File: config.mk
export PLATFORM = sky130hd
export DESIGN_NAME = dlx_fetch_queue
export DESIGN_NICKNAME = d
export VERILOG_FILES = /design/src/rtl/dlx_fetch_queue.sv
export SDC_FILE = /design/constraint.sdc
export NUM_CORES = 1
export LEC_CHECK = 0
export BUFFER_PORTS_ARGS = -buffer_cell sky130_fd_sc_hd__buf_2
export CAP_MARGIN = 0
export CELL_PAD_IN_SITES_DETAIL_PLACEMENT = 2
export CELL_PAD_IN_SITES_GLOBAL_PLACEMENT = 2
export CORE_MARGIN = 4
export CORE_UTILIZATION = 45
export CTS_CLUSTER_DIAMETER = 150
export DETAILED_ROUTE_END_ITERATION = 10
export PLACE_DENSITY_LB_ADDON = 0.05
export SKIP_LAST_GASP = 1
export SYNTH_ARGS = -nofsm -noshare
export SYNTH_HDL_FRONTEND = slang
export SYNTH_SLANG_ARGS = --single-unit
File: constraint.sdc
create_clock -name clock -period 5 [get_ports clock]
set_input_delay 1 -clock clock [delete_from_list [all_inputs] [get_ports clock]]
set_output_delay 1 -clock clock [all_outputs]
set_load 0.02 [all_outputs]
File: src/rtl/dlx_fetch_queue.sv
// Fetch stage: drives the fetch PC to the ROM and queues {word, pc} for the pipeline, 1-cycle fetch-to-valid.
// Fetch stalls (rom_addr holds) only while the queue is full and the head is not taken; a redirect flushes everything.
module dlx_fetch_queue #(
    parameter int          DEPTH    = 4,
    parameter logic [31:0] RESET_PC = 32'h0000_0000,
    parameter logic [31:0] PC_STEP  = 32'd4
) (
    input  logic                       clock,
    input  logic                       reset,
    output logic [31:0]                rom_addr,
    input  logic [31:0]                rom_data,
    output logic                       inst_valid,
    input  logic                       inst_ready,
    output logic [31:0]                inst_out,
    output logic [31:0]                inst_pc,
    input  logic                       redirect_en,
    input  logic [31:0]                redirect_pc,
    output logic [$clog2(DEPTH):0]     count
);
    localparam int AW = $clog2(DEPTH);
    localparam int CW = AW + 1;
    localparam logic [CW-1:0] FULL_CNT = CW'(DEPTH);

    logic [31:0]   inst_mem_q [DEPTH];
    logic [31:0]   pc_mem_q   [DEPTH];
    logic [AW-1:0] wr_ptr_q, wr_ptr_d;
    logic [AW-1:0] rd_ptr_q, rd_ptr_d;
    logic [CW-1:0] count_q, count_d;
    logic [31:0]   fetch_pc_q, fetch_pc_d;
    logic          pop, push;

    assign inst_valid = (count_q != '0);
    assign pop        = inst_valid & inst_ready;
    assign push       = (count_q < FULL_CNT) | pop;

    always_comb begin
        wr_ptr_d   = wr_ptr_q;
        rd_ptr_d   = rd_ptr_q;
        count_d    = count_q;
        fetch_pc_d = fetch_pc_q;
        if (redirect_en) begin
            // Flush: the head shown this cycle is squashed downstream, so nothing is popped.
            wr_ptr_d   = '0;
            rd_ptr_d   = '0;
            count_d    = '0;
            fetch_pc_d = redirect_pc & ~32'h3;
        end else begin
            if (push) begin
                wr_ptr_d   = wr_ptr_q + AW'(1);
                fetch_pc_d = fetch_pc_q + PC_STEP;
            end
            if (pop) begin
                rd_ptr_d = rd_ptr_q + AW'(1);
            end
            count_d = count_q + {{AW{1'b0}}, push} - {{AW{1'b0}}, pop};
        end
    end

    always_ff @(posedge clock) begin
        if (reset) begin
            wr_ptr_q   <= '0;
            rd_ptr_q   <= '0;
            count_q    <= '0;
            fetch_pc_q <= RESET_PC;
        end else begin
            wr_ptr_q   <= wr_ptr_d;
            rd_ptr_q   <= rd_ptr_d;
            count_q    <= count_d;
            fetch_pc_q <= fetch_pc_d;
        end
    end

    // Storage is never cleared; the empty mask on the outputs hides stale entries.
    always_ff @(posedge clock) begin
        if (!reset && !redirect_en && push) begin
            inst_mem_q[wr_ptr_q] <= rom_data;
            pc_mem_q[wr_ptr_q]   <= fetch_pc_q;
        end
    end

    assign rom_addr = fetch_pc_q;
    assign count    = count_q;
    assign inst_out = inst_valid ? inst_mem_q[rd_ptr_q] : 32'h0;
    assign inst_pc  = inst_valid ? pc_mem_q[rd_ptr_q]   : 32'h0;

endmodule

==> metrics.cfg, run 1 <==
[yosys]
syn-instance-count = 673
synth_edf_count = 248
synth_top_area_frac = 0.640
synth_flop_cell = edfxtp_1
yosysSeqAreaShare = 0.707
async_flop_share = 0
synth.top_cells.by_count = edfxtp_1, and2_1, mux4_2
netlist_area_sq_mm = 0.0116
yosys_register_bits = 287
yosysWarnings = 0
syn_area_per_cell_sq_um = 17.3
netlist.top_cell.by_area = edfxtp_1
post-synth-top-count-cell = edfxtp_1
synthTopCellsByArea = edfxtp_1, mux4_2, dfxtp_1
ys_types = 53

[route]
first_pass_iters = 5
wl_per_cell_um = 28.1
wl_um = 33300
via_per_inst = 5.83
remaining_drc_errors = 0
drt-initial-drc-count = 575
ant_nets = 0
num_vias = 6903

[cts]
hold_buffers = 0
cts_sinks = 287
clk_pin_slew_ns = 0.06
cts_resized = 0
clk_latency_ns = 0.56
tritoncts = yes
root_buffer = clkbuf_16
numCtsBuffers = 31
clk_path_buf_depth = 3
h-tree-depth = 1
postCtsSetupBuffers = 0

[worst_setup_path]
r2r-start = count[2]
ff2ff_path_depth = 4
cp-end-kind = output pin
r2r_setup_slack_ns = 2.33
crit_fanout = 39
r2r_end = inst_mem_q[2][4]
crit_type = reg -> out
start_kind = flip-flop
required_ns = 4.00
arrival_ns = 2.84

[pwr]
p_leak_uw = 0.00476
power_density_mw_per_mm2 = 407
ir_drop_mv = 0.304
p_total_uw = 5590

[placement]
hpwl_um = 19500
postPlaceCellArea_sq_mm = 0.0127
place_ws_ns = 1.35
portBuffers = 161
gp_congestion = 0.765

[job]
maxCapViolations = 0

[sta]
fmaxAchievable_ghz = 0.261
setup_viol = 0
final_hold_viol_count = 0
relSlewSlack = 0.315
fin_crit_sh = 0.768
worstMarginPinSlew_ns = 1.03
fin_crit_ns = 3.84
setup_slack_ns = 1.16
rsz0062_at_grt = no
drv_slew = 0
tns_ns = 0
skew_ns = 0.0157

[global_routing]
grtUsageTotal = 0.231
grt-ovfl-total = 0
grt_pass1_wl_um = 50300
antenna_found_initial = 0
grt_pass1_vias = 7581
grt_max_degree = 63

[min_path]
holdPathStages = 2
whs_endpoint = wr_ptr_q[1]
min-delay-start = wr_ptr_q[1]
min_path_type = reg -> reg

[outcome]
status = finished, final reports clean

[floorplanning]
io-pin-count = 168
dieArea_sq_mm = 0.0285
fp.dieW_um = 169
start_util = 0.459
coreArea_sq_mm = 0.0253
dieHeight_um = 169
rows = 58

[cells_and_area]
num-fill-cells = 2280
diodes = 0
final_cell_area_sq_mm = 0.0137
drive_gt1_frac = 0.333
nets = 908
area_delta_synth_final_pct = 17.9
postLayoutCoreUtil = 0.541

[worst max-delay path by stage]
stage                          from                to  slack [ns]
final                     flip-flop      inst_out[13]        1.16
after global routing      flip-flop      inst_out[13]        0.97
after CTS                 flip-flop      inst_out[13]        1.05
after detailed placement      reset  inst_mem_q[2][4]        1.35
after global placement        reset   pc_mem_q[2][29]        1.52
after floorplan               reset  inst_mem_q[0][0]        1.27
[where the power goes]
group / internal, uW / switching, uW
combinational: 208 / 351
sequential: 2680 / 84.3
clock: 1330 / 933
total: 4220 / 1370
[critical path, stage by stage, from the launching register on]
cell,delay (ns)
dfxtp_4,0.91
buf_4,0.44
mux4_2,0.55
and2_1,0.20
buf_2,0.16
[placed cells by master, fill, tap and decap left out, drive strengths merged, types with 2 or more instances in the layout]
cell       n
nor2      28
mux4      62
a211o      2
bufinv     3
clkinv     6
and4       9
o311a      2
edfxtp   248
ha         6
dfxtp     39
a21oi      4
nor3b      3
inv        6
a311oi    10
a311o      2
o31ai      3
o21ai      8
or3        7
nand2     25
or4        3
nand4     11
buf      166
and2      69
nor4       7
nand3     14
and3       6
xor2       6
nor2b      5
clkbuf    45
xnor2     10
nor3       7
conb       5
a2111oi    2
o211ai     2
a211oi    11
[state kept, by name, summed over array words and instances, names as in the netlist, named ones only]
name        cells
count           3
pc_mem_q      120
wr_ptr_q        2
rom_addr       30
rd_ptr_q        2
inst_mem_q    128
[per-stage QoR]
stage / hold slack [ns] / instances
finish: 0.543 / 1185
global route: 0.576 / 1185
CTS: 0.548 / 1185
detailed placement: 0.542 / 1130
global placement: 0.472 / 1130
floorplan: 0.465 / 676
[cell type report]
cell class	count	area [sq um]	share of cell area
clock inverters	10	125	0.00913
multi-input cells	341	3210	0.234
well taps	330	413	0.0301
inverters	6	22.5	0.00164
repair buffers	166	843	0.0615
clock buffers	45	858	0.0626
flip-flops and latches	287	8240	0.601
[cell families (layout without fill, tap and decap cells)]
group	after synthesis	in the layout	synth area share
DFF	287	287	0.707
other	2	5	0.000646
AOI/OAI and AO/OA	53	53	0.0354
muxes	62	62	0.120
buffers and inverters	48	227	0.0184
and+or+nand+nor	198	198	0.0980
adders and majority gates	7	7	0.00817
xor gates and xnor gates	16	16	0.0120
[per-layer routing]
layer  up-vias  part of all wire  GRT usage
met5         -                 0          0
met4         0             0.021     0.0487
met3        45             0.039     0.0280
met2       196              0.51      0.395
met1      3669              0.43      0.323
li1       2993                 -          -
(Power assumes the default switching activity.)
==> inputs of run 2 (changes only) <==
--- a/config.mk
+++ b/config.mk
@@ -10,7 +10,7 @@
 export CELL_PAD_IN_SITES_DETAIL_PLACEMENT = 2
 export CELL_PAD_IN_SITES_GLOBAL_PLACEMENT = 2
 export CORE_MARGIN = 4
-export CORE_UTILIZATION = 45
+export CORE_UTILIZATION = 42
 export CTS_CLUSTER_DIAMETER = 150
 export DETAILED_ROUTE_END_ITERATION = 10
 export PLACE_DENSITY_LB_ADDON = 0.05
==> constraint.sdc (replaced) <==
create_clock -name clock -period 3.68 [get_ports clock]
set_input_delay 0.736 -clock clock [delete_from_list [all_inputs] [get_ports clock]]
set_output_delay 0.736 -clock clock [all_outputs]
set_load 0.02 [all_outputs]
==> run 2 against run 1 <==
  * Final area grew 1.8%
  * Sequential share of layout area shrank 1.1 points
  * Power grew 33%
  * Via count shrank 0.45%
  * Register-to-register slack lost 1.1 ns
  * Final cell count grew 4.8%
  * Critical path type unchanged
==> metrics.cfg, run 2 (synthesis results as in run 1) <==
[sta]
rsz0062_at_grt = no
final_hold_viol_count = 0
relSlewSlack = 0.244
fin_crit_ns = 3.19
worstMarginPinSlew_ns = 1.13
fmaxAchievable_ghz = 0.313
fin_hold_ws_ns = 0.403
skew_ns = 0.00926
tns_ns = 0
setup_viol = 0
fin_crit_sh = 0.867
drv_slew = 0
setup_slack_ns = 0.488

[pwr]
p_comb_frac = 0.104
pwr-share-clk = 0.393
switching_share = 0.239
power.internal_uw = 5650
seqPwrFrac = 0.503
power_density_mw_per_mm2 = 532
p_leak_uw = 0.00485
p_total_uw = 7430
ir_drop_mv = 0.359
switching_power_uw = 1780

[worst_setup_path]
start_kind = flip-flop
cp.buffers_inverters = 2
cp_cell_sequence = buf_12 -> mux4_2 -> and2_1 -> buf_2
crit_type = reg -> out
arrival_ns = 2.46
required_ns = 2.94
worst_path_max_delay_cell = dfxtp_4
cp-end-kind = output pin
crit_fanout = 25
critical_path.top_delay_family = flip-flops
critical_path.max_stage_delay_ns = 0.72

[route]
via_per_inst = 5.53
first_pass_iters = 5
ant_nets = 0
remaining_drc_errors = 0
wl_um = 30100
num_vias = 6872
drt-initial-drc-count = 450
wl_per_cell_um = 24.3

[cells_and_area]
largest_register = inst_mem_q
postLayoutCoreUtil = 0.515
drive_gt1_frac = 0.345
final_cell_mix = edfxtp_1, buf_2, and2_1
multi_input_area_sq_mm = 0.00321
nets = 924
ff_latch_area_sq_mm = 0.00824
diodes = 0
largest_reg_flops = 128
final_common_cell = edfxtp_1
num-fill-cells = 2460
area_delta_synth_final_pct = 20.0

[cts]
h-tree-depth = 1
hold_buffers = 0
postCtsSetupBuffers = 0
clk_latency_ns = 0.55
clk_path_buf_depth = 3
cts_sinks = 287
clk_pin_slew_ns = 0.06
numCtsBuffers = 30
root_buffer = clkbuf_16
cts_resized = 0
tritoncts = yes

[floorplanning]
dieArea_sq_mm = 0.0304
coreArea_sq_mm = 0.0271
rows = 60
start_util = 0.429
fp.dieW_um = 174
dieHeight_um = 174
io-pin-count = 168

[placement]
place_ws_ns = 0.759
hpwl_um = 20000
gp_congestion = 0.761
portBuffers = 161

[job]
maxCapViolations = 0

[global_routing]
grt_pass1_wl_um = 46600
grt-ovfl-total = 0
grtUsageTotal = 0.195
grt_pass1_vias = 7719
grt_max_degree = 43
antenna_found_initial = 0

[min_path]
min_path_type = in -> reg

[outcome]
status = finished, final reports clean

## run 2: changes by cell type in the layout (fill, tap and decap cells not counted), moves of 2 or more
cell      delta
buf_4        +9
clkinv_2     -2
clkinv_1     +2
buf_12       +8
clkbuf_1     -2
## run 2: power by group through the flow
| stage | clock (uW) | sequential [uW] | combinational (uW) |
|---|---|---|---|
| final | 2920 | 3730 | 773 |
| after global routing | 3150 | 3750 | 835 |
| after CTS | 3000 | 3740 | 792 |
| after detailed placement | 0 | 3810 | 787 |
| after global placement | 0 | 3790 | 763 |
| after floorplan | 0 | 3790 | 449 |
## run 2: worst reg2reg max path, cell delays in order, from the launching register on
cell     delay [ns]
dfxtp_1        0.40
or3_2          0.73
a21oi_1        0.17
ha_1           0.22
fa_1           0.39
xnor2_1        0.19
xnor2_1        0.14
nor2_1         0.05
## run 2: stage by stage
step | area, sq um | std cells
after floorplan | 11600 | 676
after global placement | 13000 | 1189
after detailed placement | 13000 | 1189
after CTS | 14000 | 1242
after global routing | 14000 | 1242
final | 14000 | 1242
## run 2: layout make-up
type                    count  area share
inverters                   6     0.00161
multi-input cells         341       0.230
clock inverters            11     0.00833
clock buffers              42      0.0600
flip-flops and latches    287       0.590
well taps                 372      0.0333
repair buffers            183      0.0767
## run 2: routing by layer
layer / wire length (um) / track usage
met3: 1350 / 0.0274
met4: 507 / 0.0389
met1: 12700 / 0.255
met5: 0 / 0
met2: 15600 / 0.349
## run 2: path summary, 6_finish.rpt
| check | start | end | slack [ns] | cells past startpoint |
|---|---|---|---|---|
| max | flip-flop | inst_pc[31] | 0.49 | 4 |
| max reg2reg | count[1] | count[2] | 1.27 | 7 |
| min reg2reg | rd_ptr_q[1] | flip-flop | 0.54 | 2 |
| min | rom_data[24] | inst_mem_q[3][24] | 0.40 | 1 |
==> inputs of run 3 (changes only) <==
--- a/config.mk
+++ b/config.mk
@@ -9,6 +9,7 @@
 export CAP_MARGIN = 0
 export CELL_PAD_IN_SITES_DETAIL_PLACEMENT = 2
 export CELL_PAD_IN_SITES_GLOBAL_PLACEMENT = 2
+export CORE_ASPECT_RATIO = 1.4
 export CORE_MARGIN = 4
 export CORE_UTILIZATION = 42
 export CTS_CLUSTER_DIAMETER = 150
==> run 3 against run 2 <==
  * Final cell count decreased by 0.56%
  * Die area up 0.13%
  * Final area decreased by 0.46%
  * Power is 0.89% lower
  * Via count fell by 0.86%
  * Fmax fell by 0.76%
  * Clock power fell by 2%
  * Non-clock buffer count is 1 higher
  * Sequential share of layout area up 0.27 points
  * Critical endpoint is now inst_out[28]
  * Largest cell class unchanged
  * Largest power group unchanged
==> metrics.cfg, run 3 (synthesis results as in run 1) <==
[outcome]
status = finished, final reports clean

[sta]
fin_crit_sh = 0.874
worstMarginPinSlew_ns = 0.990
skew_ns = 0.0117
rsz0062_at_grt = no
fin_hold_ws_ns = 0.425
setup_viol = 0
fmaxAchievable_ghz = 0.311
relSlewSlack = 0.339
drv_slew = 0
final_hold_viol_count = 0
fin_crit_ns = 3.22
tns_ns = 0

[cts]
root_buffer = clkbuf_16
clk_path_buf_depth = 3
hold_buffers = 0
clk_latency_ns = 0.54
clk_pin_slew_ns = 0.06
cts_resized = 0
h-tree-depth = 1
tritoncts = yes
numCtsBuffers = 28
postCtsSetupBuffers = 0
cts_sinks = 287

[worst_setup_path]
crit_fanout = 18
required_ns = 2.94
crit_type = reg -> out
worst_path_max_delay_cell = dfxtp_4
start_kind = flip-flop
critical_path.top_delay_family = flip-flops
cp.buffers_inverters = 2
arrival_ns = 2.48
critical_path.max_stage_delay_ns = 0.60
cp-end-kind = output pin
cp_cell_sequence = buf_4 -> mux4_2 -> and2_1 -> buf_2

[pwr]
p_leak_uw = 0.00485
p_total_uw = 7360
power_density_mw_per_mm2 = 530
ir_drop_mv = 0.469

[route]
remaining_drc_errors = 0
via_per_inst = 5.52
wl_per_cell_um = 25.5
first_pass_iters = 4
num_vias = 6813
drt-initial-drc-count = 249
wl_um = 31500
ant_nets = 0

[placement]
hpwl_um = 21500
portBuffers = 161
place_inst = 1183
gp_congestion = 0.792

[cells_and_area]
largest_register = inst_mem_q
largest_reg_flops = 128
drive_gt1_frac = 0.353
final_cell_mix = edfxtp_1, buf_2, and2_1
area_delta_synth_final_pct = 19.5
diodes = 0
nets = 923
instances_no_fill = 1235
final_common_cell = edfxtp_1

[min_path]
min_path_type = in -> reg

[floorplanning]
coreArea_sq_mm = 0.0271
fp.dieW_um = 149
rows = 71
io-pin-count = 168
start_util = 0.429
dieArea_sq_mm = 0.0305
dieHeight_um = 205

[global_routing]
grt_pass1_wl_um = 48500
grt-ovfl-total = 0
grt_max_degree = 33
grt_pass1_vias = 7783
grtUsageTotal = 0.208
antenna_found_initial = 0

[job]
maxCapViolations = 0

==> run 3: path summary, 6_finish.rpt <==
kind / from / endpoint / slack [ns] / depth (start not counted)
min: rom_data[31] / inst_mem_q[1][31] / 0.43 / 1
max: flip-flop / inst_out[28] / 0.46 / 4
max reg2reg: count[2] / count[1] / 1.34 / 5
min reg2reg: wr_ptr_q[1] / wr_ptr_q[1] / 0.55 / 2
==> run 3: layer usage <==
layer  vias up  wire length [um]  GRT usage
met3        49              1480     0.0283
met5         -                 0          0
met1      3553             12500      0.258
met4         0               652     0.0495
li1       3018                 -          -
met2       193             16900      0.384
==> run 3: area by class of cell <==
class / count / area (sq um)
clock buffer: 37 / 796
clock inverter: 15 / 133
fill: 2479 / 13200
inverter: 6 / 22.5
multi-input combinational: 341 / 3210
sequential: 287 / 8240
tap: 365 / 457
timing repair buffer: 184 / 1040
==> run 3: report_power, final <==
part / switching [uW] / internal (uW)
registers: 97.5 / 3630
clock network: 1200 / 1660
logic: 480 / 296
total: 1770 / 5590
==> run 3: stage by stage <==
stage	utilization	area, sq um	worst slack (ns)
after detailed placement	0.479	13000	0.841
after floorplan	-	11600	0.217
after global placement	0.479	13000	0.880
after global routing	0.513	13900	0.305
final	0.513	13900	0.463
after CTS	0.513	13900	0.367
==> run 3: worst reg2reg max path, delay by kind of cell (launching register included) <==
| family | cells | cell delay (ns) |
|---|---|---|
| DFF | 1 | 0.38 |
| AOI/OAI and AO/OA | 1 | 0.27 |
| and+or+nand+nor | 2 | 0.99 |
| adders and majority gates | 2 | 0.59 |
